### config.mk
export PLATFORM = sky130hd
export DESIGN_NAME = imem_boot_loader_flat
export DESIGN_NICKNAME = d
export VERILOG_FILES = /design/src/rtl/mips_pkg.sv /design/src/rtl/imem_boot_loader_if.sv /design/src/rtl/imem_boot_loader_word.sv /design/src/rtl/imem_boot_loader.sv /design/src/flat_wrapper.sv
export SDC_FILE = /design/constraint.sdc
export NUM_CORES = 1
export LEC_CHECK = 0
export ABC_AREA = 1
export ABC_CLOCK_PERIOD_IN_PS = 2900
export CORE_ASPECT_RATIO = 0.6
export CORE_MARGIN = 10
export CORE_UTILIZATION = 56
export DETAILED_ROUTE_END_ITERATION = 10
export PLACE_DENSITY_LB_ADDON = 0.08
export SKIP_CTS_REPAIR_TIMING = 1
export SYNTH_ARGS = -nofsm -noshare
export SYNTH_HDL_FRONTEND = slang
export SYNTH_HIERARCHICAL = 1
export SYNTH_SLANG_ARGS = --single-unit
export TNS_END_PERCENT = 20
### constraint.sdc
create_clock -name clk -period 2.9 [get_ports clk]
set_input_delay 0.58 -clock clk [delete_from_list [all_inputs] [get_ports clk]]
set_output_delay 0.58 -clock clk [all_outputs]
set_load 0.1 [all_outputs]
### src/rtl/mips_pkg.sv
// Shared constants and FSM state encoding for the instruction-memory boot loader.
// Ports: none (package).
// The trailing-checksum option is controlled by the IMEM_BOOT_CSUM_EN macro in the loader top.
package mips_pkg;

   localparam int          IMEM_ADDR_W   = 10;
   localparam logic [7:0]  SYNC_BYTE_DEF = 8'h55;

   typedef enum logic [2:0] {
      ST_IDLE,
      ST_CNT_HI,
      ST_CNT_LO,
      ST_DATA,
      ST_CSUM,
      ST_DONE,
      ST_ERR
   } boot_state_t;

endpackage

### src/rtl/imem_boot_loader_if.sv
// Byte-stream input and instruction-memory write port of the boot loader.
// Ports: rx_data/rx_valid/rx_ready byte handshake; imem_we/imem_addr/imem_wdata word write.
// master = byte source / memory side, slave = loader side.
interface imem_boot_loader_if
   import mips_pkg::*;
#(
   parameter int ADDR_W = IMEM_ADDR_W
);
   logic [7:0]        rx_data;
   logic              rx_valid;
   logic              rx_ready;
   logic              imem_we;
   logic [ADDR_W-1:0] imem_addr;
   logic [31:0]       imem_wdata;

   modport master (
      output rx_data, rx_valid,
      input  rx_ready, imem_we, imem_addr, imem_wdata
   );

   modport slave (
      input  rx_data, rx_valid,
      output rx_ready, imem_we, imem_addr, imem_wdata
   );
endinterface

### src/rtl/imem_boot_loader_word.sv
// Assembles four accepted bytes into one big-endian 32-bit word.
// Ports: clk, reset, clear (restart at byte 0), byte_valid/byte_data in; word_valid/word_data out.
// word_valid is combinational and coincides with acceptance of the 4th byte.
module boot_word_assembler (
   input  logic        clk,
   input  logic        reset,
   input  logic        clear,
   input  logic        byte_valid,
   input  logic [7:0]  byte_data,
   output logic        word_valid,
   output logic [31:0] word_data
);
   logic [23:0] shift;
   logic [1:0]  byte_cnt;

   // The first byte of a word ends up in bits [31:24].
   assign word_data  = {shift, byte_data};
   assign word_valid = byte_valid && (byte_cnt == 2'd3);

   always_ff @(posedge clk) begin
      if (reset || clear) begin
         shift    <= '0;
         byte_cnt <= '0;
      end else if (byte_valid) begin
         shift    <= {shift[15:0], byte_data};
         byte_cnt <= byte_cnt + 2'd1;
      end
   end
endmodule

### src/rtl/imem_boot_loader.sv
// Serial-byte boot loader: parses SYNC, 16-bit word count, data words (and an optional XOR
// checksum when IMEM_BOOT_CSUM_EN is defined), writes imem one word per strobe, holds cpu_reset.
// Ports: clk, reset (sync, active-high), bus (slave: byte in, imem write out), cpu_reset, boot_done, boot_err.
module imem_boot_loader
   import mips_pkg::*;
#(
   parameter int         ADDR_W    = IMEM_ADDR_W,
   parameter logic [7:0] SYNC_BYTE = SYNC_BYTE_DEF
) (
   input  logic                clk,
   input  logic                reset,
   imem_boot_loader_if.slave   bus,
   output logic                cpu_reset,
   output logic                boot_done,
   output logic                boot_err
);
   localparam logic [16:0] MAX_WORDS = 17'd1 << ADDR_W;
`ifdef IMEM_BOOT_CSUM_EN
   localparam boot_state_t AFTER_DATA = ST_CSUM;
`else
   localparam boot_state_t AFTER_DATA = ST_DONE;
`endif

   boot_state_t state, state_next;
   logic        rx_ready;
   logic        accept;
   logic        is_sync;
   logic [7:0]  cnt_hi;
   logic [15:0] count_rx;
   logic [15:0] n_words;
   logic [15:0] word_idx;
   logic        last_word;
   logic        word_valid;
   logic [31:0] word_data;

   assign rx_ready     = (state != ST_ERR);
   assign bus.rx_ready = rx_ready;
   assign accept       = bus.rx_valid && rx_ready;
   assign is_sync      = (bus.rx_data == SYNC_BYTE);
   assign count_rx     = {cnt_hi, bus.rx_data};
   assign last_word    = (word_idx == n_words - 16'd1);

   assign boot_done = (state == ST_DONE);
   assign boot_err  = (state == ST_ERR);
   // Without a checksum, DONE is entered alongside the final write strobe; keep the core
   // in reset through that cycle so it is released one cycle after the last write.
   assign cpu_reset = (state != ST_DONE) || bus.imem_we;

   boot_word_assembler u_word (
      .clk        (clk),
      .reset      (reset),
      .clear      (state == ST_CNT_LO),
      .byte_valid (accept && (state == ST_DATA)),
      .byte_data  (bus.rx_data),
      .word_valid (word_valid),
      .word_data  (word_data)
   );

`ifdef IMEM_BOOT_CSUM_EN
   logic [7:0] csum;

   always_ff @(posedge clk) begin
      if (reset) begin
         csum <= '0;
      end else if (accept) begin
         if ((state == ST_IDLE || state == ST_DONE) && is_sync) begin
            csum <= '0;
         end else if (state == ST_CNT_HI || state == ST_CNT_LO || state == ST_DATA) begin
            csum <= csum ^ bus.rx_data;
         end
      end
   end
`endif

   always_ff @(posedge clk) begin
      if (reset) state <= ST_IDLE;
      else       state <= state_next;
   end

   always_comb begin
      state_next = state;
      case (state)
         ST_IDLE:   if (accept && is_sync) state_next = ST_CNT_HI;
         ST_CNT_HI: if (accept) state_next = ST_CNT_LO;
         ST_CNT_LO: begin
            if (accept) begin
               if ({1'b0, count_rx} > MAX_WORDS) state_next = ST_ERR;
               else if (count_rx == 16'd0)       state_next = AFTER_DATA;
               else                              state_next = ST_DATA;
            end
         end
         ST_DATA:   if (word_valid && last_word) state_next = AFTER_DATA;
`ifdef IMEM_BOOT_CSUM_EN
         ST_CSUM: begin
            if (accept) state_next = (bus.rx_data == csum) ? ST_DONE : ST_ERR;
         end
`endif
         ST_DONE:   if (accept && is_sync) state_next = ST_CNT_HI;
         ST_ERR:    state_next = ST_ERR;
         default:   state_next = ST_IDLE;
      endcase
   end

   // Write strobe is registered one cycle behind the 4th byte; the next word needs four
   // more bytes, so a strobe can never be pending when another word completes.
   always_ff @(posedge clk) begin
      if (reset) begin
         cnt_hi         <= '0;
         n_words        <= '0;
         word_idx       <= '0;
         bus.imem_we    <= 1'b0;
         bus.imem_addr  <= '0;
         bus.imem_wdata <= '0;
      end else begin
         bus.imem_we <= word_valid;
         if (word_valid) begin
            bus.imem_addr  <= word_idx[ADDR_W-1:0];
            bus.imem_wdata <= word_data;
            word_idx       <= word_idx + 16'd1;
         end
         if (accept && state == ST_CNT_HI) cnt_hi <= bus.rx_data;
         if (accept && state == ST_CNT_LO) begin
            n_words  <= count_rx;
            word_idx <= '0;
         end
      end
   end
endmodule

### src/flat_wrapper.sv
// flat-port wrapper written by rule: the top's interface ports become plain ports
module imem_boot_loader_flat import mips_pkg::*;
#(
   parameter int         ADDR_W    = IMEM_ADDR_W,
   parameter logic [7:0] SYNC_BYTE = SYNC_BYTE_DEF
)
  (clk, reset, cpu_reset, boot_done, boot_err, bus_rx_data, bus_rx_valid, bus_rx_ready, bus_imem_we, bus_imem_addr, bus_imem_wdata);
  imem_boot_loader_if #(.ADDR_W(ADDR_W)) bus_i ();
  input  logic clk;
  input  logic reset;
  output logic cpu_reset;
  output logic boot_done;
  output logic boot_err;
  input wire logic [$bits(bus_i.rx_data)-1:0] bus_rx_data;
  input wire logic [$bits(bus_i.rx_valid)-1:0] bus_rx_valid;
  output wire logic [$bits(bus_i.rx_ready)-1:0] bus_rx_ready;
  output wire logic [$bits(bus_i.imem_we)-1:0] bus_imem_we;
  output wire logic [$bits(bus_i.imem_addr)-1:0] bus_imem_addr;
  output wire logic [$bits(bus_i.imem_wdata)-1:0] bus_imem_wdata;
  assign bus_i.rx_data = bus_rx_data;
  assign bus_i.rx_valid = bus_rx_valid;
  assign bus_rx_ready = bus_i.rx_ready;
  assign bus_imem_we = bus_i.imem_we;
  assign bus_imem_addr = bus_i.imem_addr;
  assign bus_imem_wdata = bus_i.imem_wdata;
  imem_boot_loader #(.ADDR_W(ADDR_W), .SYNC_BYTE(SYNC_BYTE)) u_core (.clk(clk), .reset(reset), .bus(bus_i), .cpu_reset(cpu_reset), .boot_done(boot_done), .boot_err(boot_err));
endmodule
==> metrics.cfg, run 1 <==
[timing]
worst_hold_slack_ns = 0.478
setup_viol = 0
max_slew_margin = 0.580
drv_slew = 0
fin_setup_tns_ns = 0
clock_skew_ns = 0.00657
final_hold_viol_count = 0
timing.fmax_mhz = 399
fin_ws_ns = 0.397
timing.final.crit_period_ns = 2.50
worst_pin_slew_ns = 0.629
period_share = 0.863
rsz0062_at_grt = no

[detailed_routing]
wl_mm = 13.5
ant_nets = 0
vias_per_cell = 5.28
routed.top_layer = met4
drc = 0
vias = 4770
drtPass1Iterations = 5
wl_met3_mm = 1.27
wl_met2_mm = 5.09
m1WireLength_mm = 7.04
post_drt_wl_per_cell_um = 14.9
drt_iter0_drc = 405

[global_routing]
gr-total-overflow = 0
grt_pass1_vias = 4320
antenna_found_initial = 0
grt_max_degree = 59
grt_pass1_wl_mm = 22.0
grt_use_total = 0.203

[clock_network]
root_buffer = clkbuf_16
clk_pin_slew_ns = 0.07
numClockSinks = 112
clk_path_buf_depth = 2
cts_buffers = 9
clk_latency_ns = 0.35
cts_tree = done
htreeDepth = 3

[floorplanning]
die-height_um = 94.0
fp.dieW_um = 143
std_cell_rows = 26
core_um2 = 8690
die_area_um2 = 13500
start_util = 0.588
io_pins = 58

[worst_hold_path]
holdPathStages = 2
hold_path.class = flop to flop

[final_layout]
seq_area_um2 = 2240
drive_gt1_frac = 0.117
mostFrequentLayoutCell = nor2_1
multi_input_area_um2 = 2360
layout_common_cells = nor2_1, nand2_1, dfxtp_1
num_antenna_cells = 0
fill_cells = 758
fin_nets = 801
syn_to_final_growth_pct = 14.6

[placed_design]
hpwl_mm = 9.87
place_ws_ns = 0.0947
numPortBuffers = 57
routabilityCongestion = 0.934

[synth]
synth_top_area_frac = 0.439
ys_seq_elements = 112
yosysSeqAreaShare = 0.439
syn_avg_cell_area_um2 = 6.85
syn_inst = 746
synth_area_leaders = dfxtp_1, nor2_1, nand2_1
syn_nets = 760
yosysTopAreaCell = dfxtp_1
ys_types = 34
netlist_area_um2 = 5110
yosys_warnings = 6

[critical_path]
cp-end-kind = flop
worst_path_max_delay_cell = clkdlybuf4s50_1
startpoint_type = input pin
cp_data_arrival_time_ns = 2.74
path_cells = clkdlybuf4s50_1 > nand2_1 > nor4_2 > nand2_1 > inv_1 > inv_1 > a21oi_1 > nand4_1 > nor2_1 > nand2_1 > nor3_1 > nand3_1 > nand2_2 > nand3_1 > nand2_1 > nor2_1
cpMostUsedCell = nand2_1
slowest_delay_ns = 0.49
path_class = input pin to flop
required_ns = 3.14
r2r_cells = 18
cp_max_fo = 6

[power_and_ir_drop]
power_density_nw_per_um2 = 666
vdd_ir_drop_max_mv = 0.381
leakagePower_nw = 2.73
total_power_mw = 3.90

[flow_run]
max_cap_violations = 0

[run_status]
status = finished, final reports clean

where the power goes:
part           internal [mW]  leakage [nW]  switching (mW)
Combinational          0.343          1.69           0.672
Sequential              1.62         0.904          0.0876
Clock                  0.598         0.139           0.573
Total                   2.56          2.73            1.33
through the flow:
| stage | std cells | utilization | area, µm² |
|---|---|---|---|
| after floorplan | 746 | - | 5110 |
| after global placement | 888 | 0.642 | 5580 |
| after detailed placement | 888 | 0.642 | 5580 |
| after CTS | 904 | 0.674 | 5860 |
| after global routing | 904 | 0.674 | 5860 |
| final | 904 | 0.674 | 5860 |
routing by layer:
layer	vias to the layer above	global-route usage
met3	8	0.0646
met5	-	0
met1	2187	0.304
met4	0	0.0406
met2	165	0.276
li1	2410	-
sequential cells by signal, indices dropped and copies added, names as in the netlist:
signal / flops
u_core/bus.imem_addr: 10
u_core/u_word/shift: 24
u_core/bus.imem_we: 1
u_core/n_words: 16
u_core/u_word/byte_cnt: 2
u_core/word_idx: 16
u_core/cnt_hi: 8
u_core/state: 3
u_core/bus.imem_wdata: 32
cells in the mapped netlist, drive strengths merged:
cell type    n
or2          6
xor2         8
a211oi       6
inv         81
o21ai       63
nor2       182
nand4       10
ha           3
a21oi       38
clkbuf      17
nand2      152
o21bai       1
nor3b        1
nand3b       2
o221ai       1
dfxtp      112
nor4         3
nor3         9
a221oi       1
nand3       24
xnor2        6
buf         20
path summary, 6_finish.rpt:
kind / startpoint / to / slack [ns]
hold / removal: u_core/u_word/shift[19] / u_core/u_word/shift[19] / 0.48
setup reg to reg: u_core/state[1] / u_core/state[2] / 0.44
setup / recovery: bus_rx_valid / u_core/state[2] / 0.40
hold reg to reg: u_core/u_word/shift[19] / u_core/u_word/shift[19] / 0.48
logic make-up after synthesis:
kind of cell	count (synthesis)	synth area share
AOI/OAI and AO/OA	110	0.113
xor gates and xnor gates	14	0.0240
adders and majority gates	3	0.00735
buffers and inverters	118	0.100
DFF	112	0.439
and+or+nand+nor	389	0.317
worst max-delay path, delay by kind of cell:
family                 cells  cell delay [ns]
buffers and inverters      3             0.77
and+or+nand+nor           12             1.25
AOI/OAI and AO/OA          1             0.12
area by class of cell:
class                           count  share of cell area
Clock inverter                      6             0.00876
Inverter                           81              0.0519
Multi-Input combinational cell    516               0.403
Tap cell                          112              0.0239
Timing Repair Buffer               67              0.0902
Clock buffer                       10              0.0391
Sequential cell                   112               0.383
(Power assumes the default switching activity.)
==> run 2: changes to the inputs <==
--- a/config.mk
+++ b/config.mk
@@ -8,8 +8,7 @@
 export ABC_AREA = 1
 export ABC_CLOCK_PERIOD_IN_PS = 2900
 export CORE_ASPECT_RATIO = 0.6
-export CORE_MARGIN = 10
-export CORE_UTILIZATION = 56
+export CORE_UTILIZATION = 50
 export DETAILED_ROUTE_END_ITERATION = 10
 export PLACE_DENSITY_LB_ADDON = 0.08
 export SKIP_CTS_REPAIR_TIMING = 1
==> run 2 against run 1 <==
Effect of this change:
- cell count rose by 2.9%
- clock power grew 8%
- non-clock buffer count rose by 4
- sequential power about the same
- clock skew increased by 0.0021 ns
- die area is 21% lower
- sequential cell count did not move
- sequential share of layout area is 0.56 points lower
==> metrics.cfg, run 2 (synthesis results as in run 1) <==
[clock_network]
numClockSinks = 112  ; unchanged
root_buffer = clkbuf_16
clk_latency_ns = 0.35  ; about the same
htreeDepth = 3  ; unchanged
clk_path_buf_depth = 2  ; unchanged
cts_tree = done
cts_buffers = 9  ; unchanged
clk_pin_slew_ns = 0.07  ; about the same

[critical_path]
cp-end-kind = output pin
cp_data_arrival_time_ns = 1.87  ; -0.87 ns
required_ns = 2.32  ; -0.82 ns
startpoint_type = flop
path_class = flop to output pin
cp_max_fo = 6  ; unchanged

[timing]
period_share = 0.844  ; -0.0189
fin_ws_ns = 0.452  ; +0.0548 ns
timing.fmax_mhz = 408  ; +2.2%
fin_setup_tns_ns = 0  ; unchanged
setup_viol = 0  ; unchanged
final_hold_viol_count = 0  ; unchanged
clock_skew_ns = 0.00867  ; +0.00210 ns
worst_pin_slew_ns = 0.608  ; -0.0210 ns
max_slew_margin = 0.594  ; +0.0140
timing.final.crit_period_ns = 2.45  ; -0.0548 ns
drv_slew = 0  ; unchanged
rsz0062_at_grt = no

[placed_design]
routabilityCongestion = 0.954  ; +2.2%
hpwl_mm = 9.32  ; -5.6%
place_ws_ns = 0.154  ; +0.0598 ns
numPortBuffers = 57  ; unchanged
dp_cells = 915  ; +3.0%

[final_layout]
final_cells = 930  ; +2.9%
fill_cells = 940  ; +24%
fin_nets = 805  ; +0.50%
drive_gt1_frac = 0.121  ; +0.00333
mostFrequentLayoutCell = nor2_1
fin_util = 0.602  ; -0.0727
num_antenna_cells = 0  ; unchanged
largest_register_ffs = 32  ; unchanged
reg_top3 = u_core/bus.imem_wdata (32), u_core/u_word/shift (24)
layout_common_cells = nor2_1, nand2_1, dfxtp_1
largest-register = u_core/bus.imem_wdata
syn_to_final_growth_pct = 16.3

[global_routing]
grt_pass1_vias = 4140  ; -4.2%
grt_pass1_wl_mm = 21.2  ; -3.8%
grt_use_total = 0.259  ; +0.0556
gr-total-overflow = 0  ; unchanged
grt_max_degree = 53  ; -10%
antenna_found_initial = 0  ; unchanged

[detailed_routing]
vias = 4736  ; -0.71%
post_drt_wl_per_cell_um = 13.9  ; -6.6%
wl_mm = 13.0  ; -3.9%
drc = 0  ; unchanged
drt_iter0_drc = 362  ; -11%
drtPass1Iterations = 5  ; unchanged
vias_per_cell = 5.09  ; -3.5%
ant_nets = 0  ; unchanged

[power_and_ir_drop]
p_seq_frac = 0.430  ; -0.009
power_density_nw_per_um2 = 671  ; +0.81%
power.share.switching = 0.331  ; -0.0111
p_sw_mw = 1.32  ; -1.0%
combPwrFrac = 0.255  ; -0.005
leakagePower_nw = 2.76  ; +1.0%
vdd_ir_drop_max_mv = 0.340  ; -11%
pwr-share-clk = 0.315  ; +0.015
internal-power_mw = 2.67  ; +4.0%

[floorplanning]
std_cell_rows = 28  ; +7.7%
start_util = 0.517  ; -0.0711
io_pins = 58  ; unchanged
die-height_um = 80.3  ; -15%
fp.dieW_um = 132  ; -7.5%
core_um2 = 9880  ; +14%
die_area_um2 = 10600  ; -21%

[worst_hold_path]
hold_path.class = flop to flop

[flow_run]
max_cap_violations = 0  ; unchanged

[run_status]
status = finished, final reports clean

-- run 2: cell type report --
cell class / count / area, µm² / area share
clock buffer: 11 / 243 / 0.0408
timing repair buffer: 71 / 571 / 0.0960
clock inverter: 4 / 52.6 / 0.00884
sequential: 112 / 2240 / 0.377
inverter: 81 / 304 / 0.0512
tap: 135 / 169 / 0.0284
multi-input combinational: 516 / 2360 / 0.397
-- run 2: path summary, 6_finish.rpt --
path / from / endpoint / slack (ns) / cells after the start
worst min-delay path: u_core/u_word/shift[23] / u_core/u_word/shift[23] / 0.47 / 2
worst max-delay path: u_core/state[0] / cpu_reset / 0.45 / 7
worst max register to register: u_core/state[1] / u_core/state[2] / 0.57 / 18
worst min register to register: u_core/u_word/shift[23] / u_core/u_word/shift[23] / 0.47 / 2
-- run 2: metrics by stage --
step / power [mW] / hold slack [ns] / area, µm²
2_1_floorplan: 2.53 / 0.450 / 5110
3_3_place_gp: 2.72 / 0.461 / 5650
3_5_place_dp: 2.74 / 0.467 / 5650
4_1_cts: 3.99 / 0.477 / 5940
5_1_grt: 4.23 / 0.490 / 5940
6_report: 3.99 / 0.474 / 5940
-- run 2: metal layers --
metal,vias to the layer above,track usage,wire (µm)
met5,-,0,0
met4,0,0.0828,155
met3,14,0.0549,756
met2,142,0.333,4860
met1,2161,0.409,7190
li1,2419,-,-
-- run 2: worst max-delay path, stage by stage, from the launching register on --
cell     delay (ns)
dfxtp_1        0.42
inv_1          0.11
nor2_1         0.15
inv_1          0.10
nor2_2         0.13
inv_1          0.10
or2_2          0.28
buf_4          0.23
-- run 2: power groups by stage --
| stage | combinational (mW) | sequential, mW | clock (mW) |
|---|---|---|---|
| final | 1.02 | 1.71 | 1.26 |
| after global routing | 1.17 | 1.73 | 1.34 |
| after CTS | 1.01 | 1.71 | 1.27 |
| after detailed placement | 1.00 | 1.74 | 0 |
| after global placement | 0.973 | 1.74 | 0 |
| after floorplan | 0.816 | 1.71 | 0 |
==> run 3: changes to the inputs <==
--- a/config.mk
+++ b/config.mk
@@ -6,7 +6,7 @@
 export NUM_CORES = 1
 export LEC_CHECK = 0
 export ABC_AREA = 1
-export ABC_CLOCK_PERIOD_IN_PS = 2900
+export ABC_CLOCK_PERIOD_IN_PS = 2310
 export CORE_ASPECT_RATIO = 0.6
 export CORE_UTILIZATION = 50
 export DETAILED_ROUTE_END_ITERATION = 10
==> constraint.sdc (replaced) <==
create_clock -name clk -period 2.31 [get_ports clk]
set_input_delay 0.462 -clock clk [delete_from_list [all_inputs] [get_ports clk]]
set_output_delay 0.462 -clock clk [all_outputs]
set_load 0.1 [all_outputs]
==> run 3 against run 2 <==
Effect of this change:
- wire length rose by 7.2%
- die area unchanged
- critical endpoint unchanged
- highest routed layer unchanged
- non-clock buffer count increased by 18
- largest power group unchanged
- sequential power up 27%
- first-iteration DRC count increased by 19%
- clock power is 21% higher
==> metrics.cfg, run 3 (synthesis results as in run 1) <==
[timing]
setup_viol = 0  ; unchanged
final_hold_viol_count = 0  ; unchanged
fin_ws_ns = 0.0759  ; -0.376 ns
timing.final.crit_period_ns = 2.23
worst_pin_slew_ns = 0.486  ; -0.122 ns
max_slew_margin = 0.676  ; +0.0821
rsz0062_at_grt = yes
timing.fmax_mhz = 448
drv_slew = 0  ; unchanged
clock_skew_ns = 0.0126  ; +0.00398 ns
period_share = 0.967

[final_layout]
fin_util = 0.626  ; +0.0247
syn_to_final_growth_pct = 21.1
drive_gt1_frac = 0.157  ; +0.0365
final_cells = 949  ; +2.0%
num_antenna_cells = 0  ; unchanged
largest_register_ffs = 32  ; unchanged
mostFrequentLayoutCell = nor2_1
layout_common_cells = nor2_1, nand2_1, dfxtp_1
fin_nets = 823  ; +2.2%
fill_cells = 950  ; +1.1%
largest-register = u_core/bus.imem_wdata
reg_top3 = u_core/bus.imem_wdata (32), u_core/u_word/shift (24)

[global_routing]
antenna_found_initial = 0  ; unchanged
grt_pass1_wl_mm = 22.5  ; +6.1%
gr-total-overflow = 0  ; unchanged
grt_max_degree = 53  ; unchanged
grt_pass1_vias = 4257  ; +2.8%
grt_use_total = 0.274  ; +0.0152

[power_and_ir_drop]
internal-power_mw = 3.34  ; +25%
power.share.switching = 0.348  ; +0.0167
p_sw_mw = 1.78  ; +35%
total_power_mw = 5.12  ; +28%
vdd_ir_drop_max_mv = 0.464  ; +36%
p_seq_frac = 0.425  ; -0.005
power_density_nw_per_um2 = 828  ; +23%
pwr-share-clk = 0.298  ; -0.017
combPwrFrac = 0.277  ; +0.022
leakagePower_nw = 2.87  ; +4.0%

[placed_design]
place_ws_ns = -0.290  ; -0.445 ns
numPortBuffers = 57  ; unchanged
dp_cells = 932  ; +1.9%
hpwl_mm = 10.4  ; +11%
routabilityCongestion = 0.893  ; -6.5%

[critical_path]
path_cells = inv_1 > nor2_1 > inv_1 > nor2_4 > inv_1 > or2_2 > buf_12
path_class = flop to output pin
cpMostUsedCell = inv_1
r2r_end = u_core/word_idx[12]
r2r_start = u_core/state[1]
reg2reg_slack_ns = 0.19  ; -0.38 ns
cp_data_arrival_time_ns = 1.77  ; -0.10 ns
path_buf_inv = 4  ; unchanged
cp_max_fo = 6  ; unchanged
crit_family = simple AND/OR/NAND/NOR gates
startpoint_type = flop
slowest_delay_ns = 0.39  ; -0.03 ns
r2r_cells = 15  ; -3
cp-end-kind = output pin
worst_path_max_delay_cell = dfxtp_4
required_ns = 1.85  ; -0.47 ns

[floorplanning]
io_pins = 58  ; unchanged
die-height_um = 80.3  ; unchanged
fp.dieW_um = 132  ; unchanged
std_cell_rows = 28  ; unchanged
core_um2 = 9880  ; unchanged
die_area_um2 = 10600  ; unchanged
start_util = 0.517  ; unchanged

[detailed_routing]
vias = 4881  ; +3.1%
drc = 0  ; unchanged
wl_mm = 13.9  ; +7.2%
ant_nets = 0  ; unchanged
post_drt_wl_per_cell_um = 14.6  ; +5.1%
drtPass1Iterations = 5  ; unchanged
drt_iter0_drc = 429  ; +19%
vias_per_cell = 5.14  ; +1.0%

[clock_network]
clk_latency_ns = 0.35  ; about the same
cts_buffers = 9  ; unchanged
root_buffer = clkbuf_16
clk_pin_slew_ns = 0.07  ; about the same
cts_tree = done
clk_path_buf_depth = 2  ; unchanged
numClockSinks = 112  ; unchanged
htreeDepth = 3  ; unchanged

[worst_hold_path]
worstHoldStart = u_core/u_word/shift[20]
hold_end = u_core/u_word/shift[20]
holdPathStages = 2  ; unchanged
hold_path.class = flop to flop

[run_status]
status = finished, final reports clean

[flow_run]
max_cap_violations = 0  ; unchanged

[run 3: cell types whose count changed in the layout (fill, tap and decap cells not counted), moves of 3 or more]
| cell | before | now |
|---|---|---|
| buf_4 | 60 | 74 |
| nand2_1 | 151 | 147 |
| buf_12 | 1 | 4 |
| dfxtp_1 | 112 | 109 |
| inv_1 | 75 | 72 |
[run 3: final cells by class]
cell class                 instances  area, µm²  area share
inverter                          81        309      0.0499
clock inverter                     4       33.8     0.00546
clock buffer                      12        256      0.0415
timing repair buffer              89        749       0.121
tap                              135        169      0.0273
multi-input combinational        516       2420       0.391
sequential                       112       2250       0.364
[run 3: worst reg2reg max path: stages, from the launching register on]
cell and delay, ns:
dfxtp_4 0.37, inv_6 0.08, nor2_4 0.05, nand2_8 0.08, nand2_4 0.06, nor4_4 0.17, nand2_2 0.08, inv_2 0.09
buf_6 0.10, nand2_2 0.05, inv_2 0.05, nand4_1 0.14, nor3_2 0.29, nand2_1 0.10, or2_0 0.22, a21oi_1 0.14
[run 3: metal layers]
metal	vias to the layer above	track usage	wire length, µm
met4	0	0.0460	74
met1	2201	0.444	7470
met5	-	0	0
met2	217	0.357	5030
met3	9	0.0600	1320
li1	2454	-	-
[run 3: how the worst max path moves through the flow]
| stage | to | slack, ns | depth (start not counted) | startpoint |
|---|---|---|---|---|
| floorplan | u_core/state[2] | -0.002 | 20 | u_core/state[1] |
| global placement | u_core/word_idx[12] | -0.23 | 13 | bus_rx_valid |
| detailed placement | u_core/word_idx[12] | -0.29 | 13 | bus_rx_valid |
| CTS | cpu_reset | -0.003 | 6 | u_core/state[2] |
| global route | u_core/word_idx[12] | -0.004 | 15 | u_core/state[1] |
| finish | cpu_reset | 0.08 | 7 | u_core/state[0] |
[run 3: metrics by stage]
| stage | area (µm²) | hold WS, ns | TNS, ns |
|---|---|---|---|
| floorplan | 5160 | 0.450 | -0.00238 |
| global placement | 5860 | 0.457 | -1.92 |
| detailed placement | 5860 | 0.465 | -2.66 |
| CTS | 6150 | 0.475 | -0.00293 |
| global route | 6190 | 0.492 | -0.00374 |
| finish | 6190 | 0.475 | 0 |
[run 3: power by group through the flow]
stage	Clock, mW	Combinational (mW)	Sequential, mW
2_1_floorplan	0	1.05	2.16
3_3_place_gp	0	1.33	2.20
3_5_place_dp	0	1.37	2.20
4_1_cts	1.56	1.37	2.16
5_1_grt	1.63	1.60	2.19
6_report	1.53	1.42	2.17
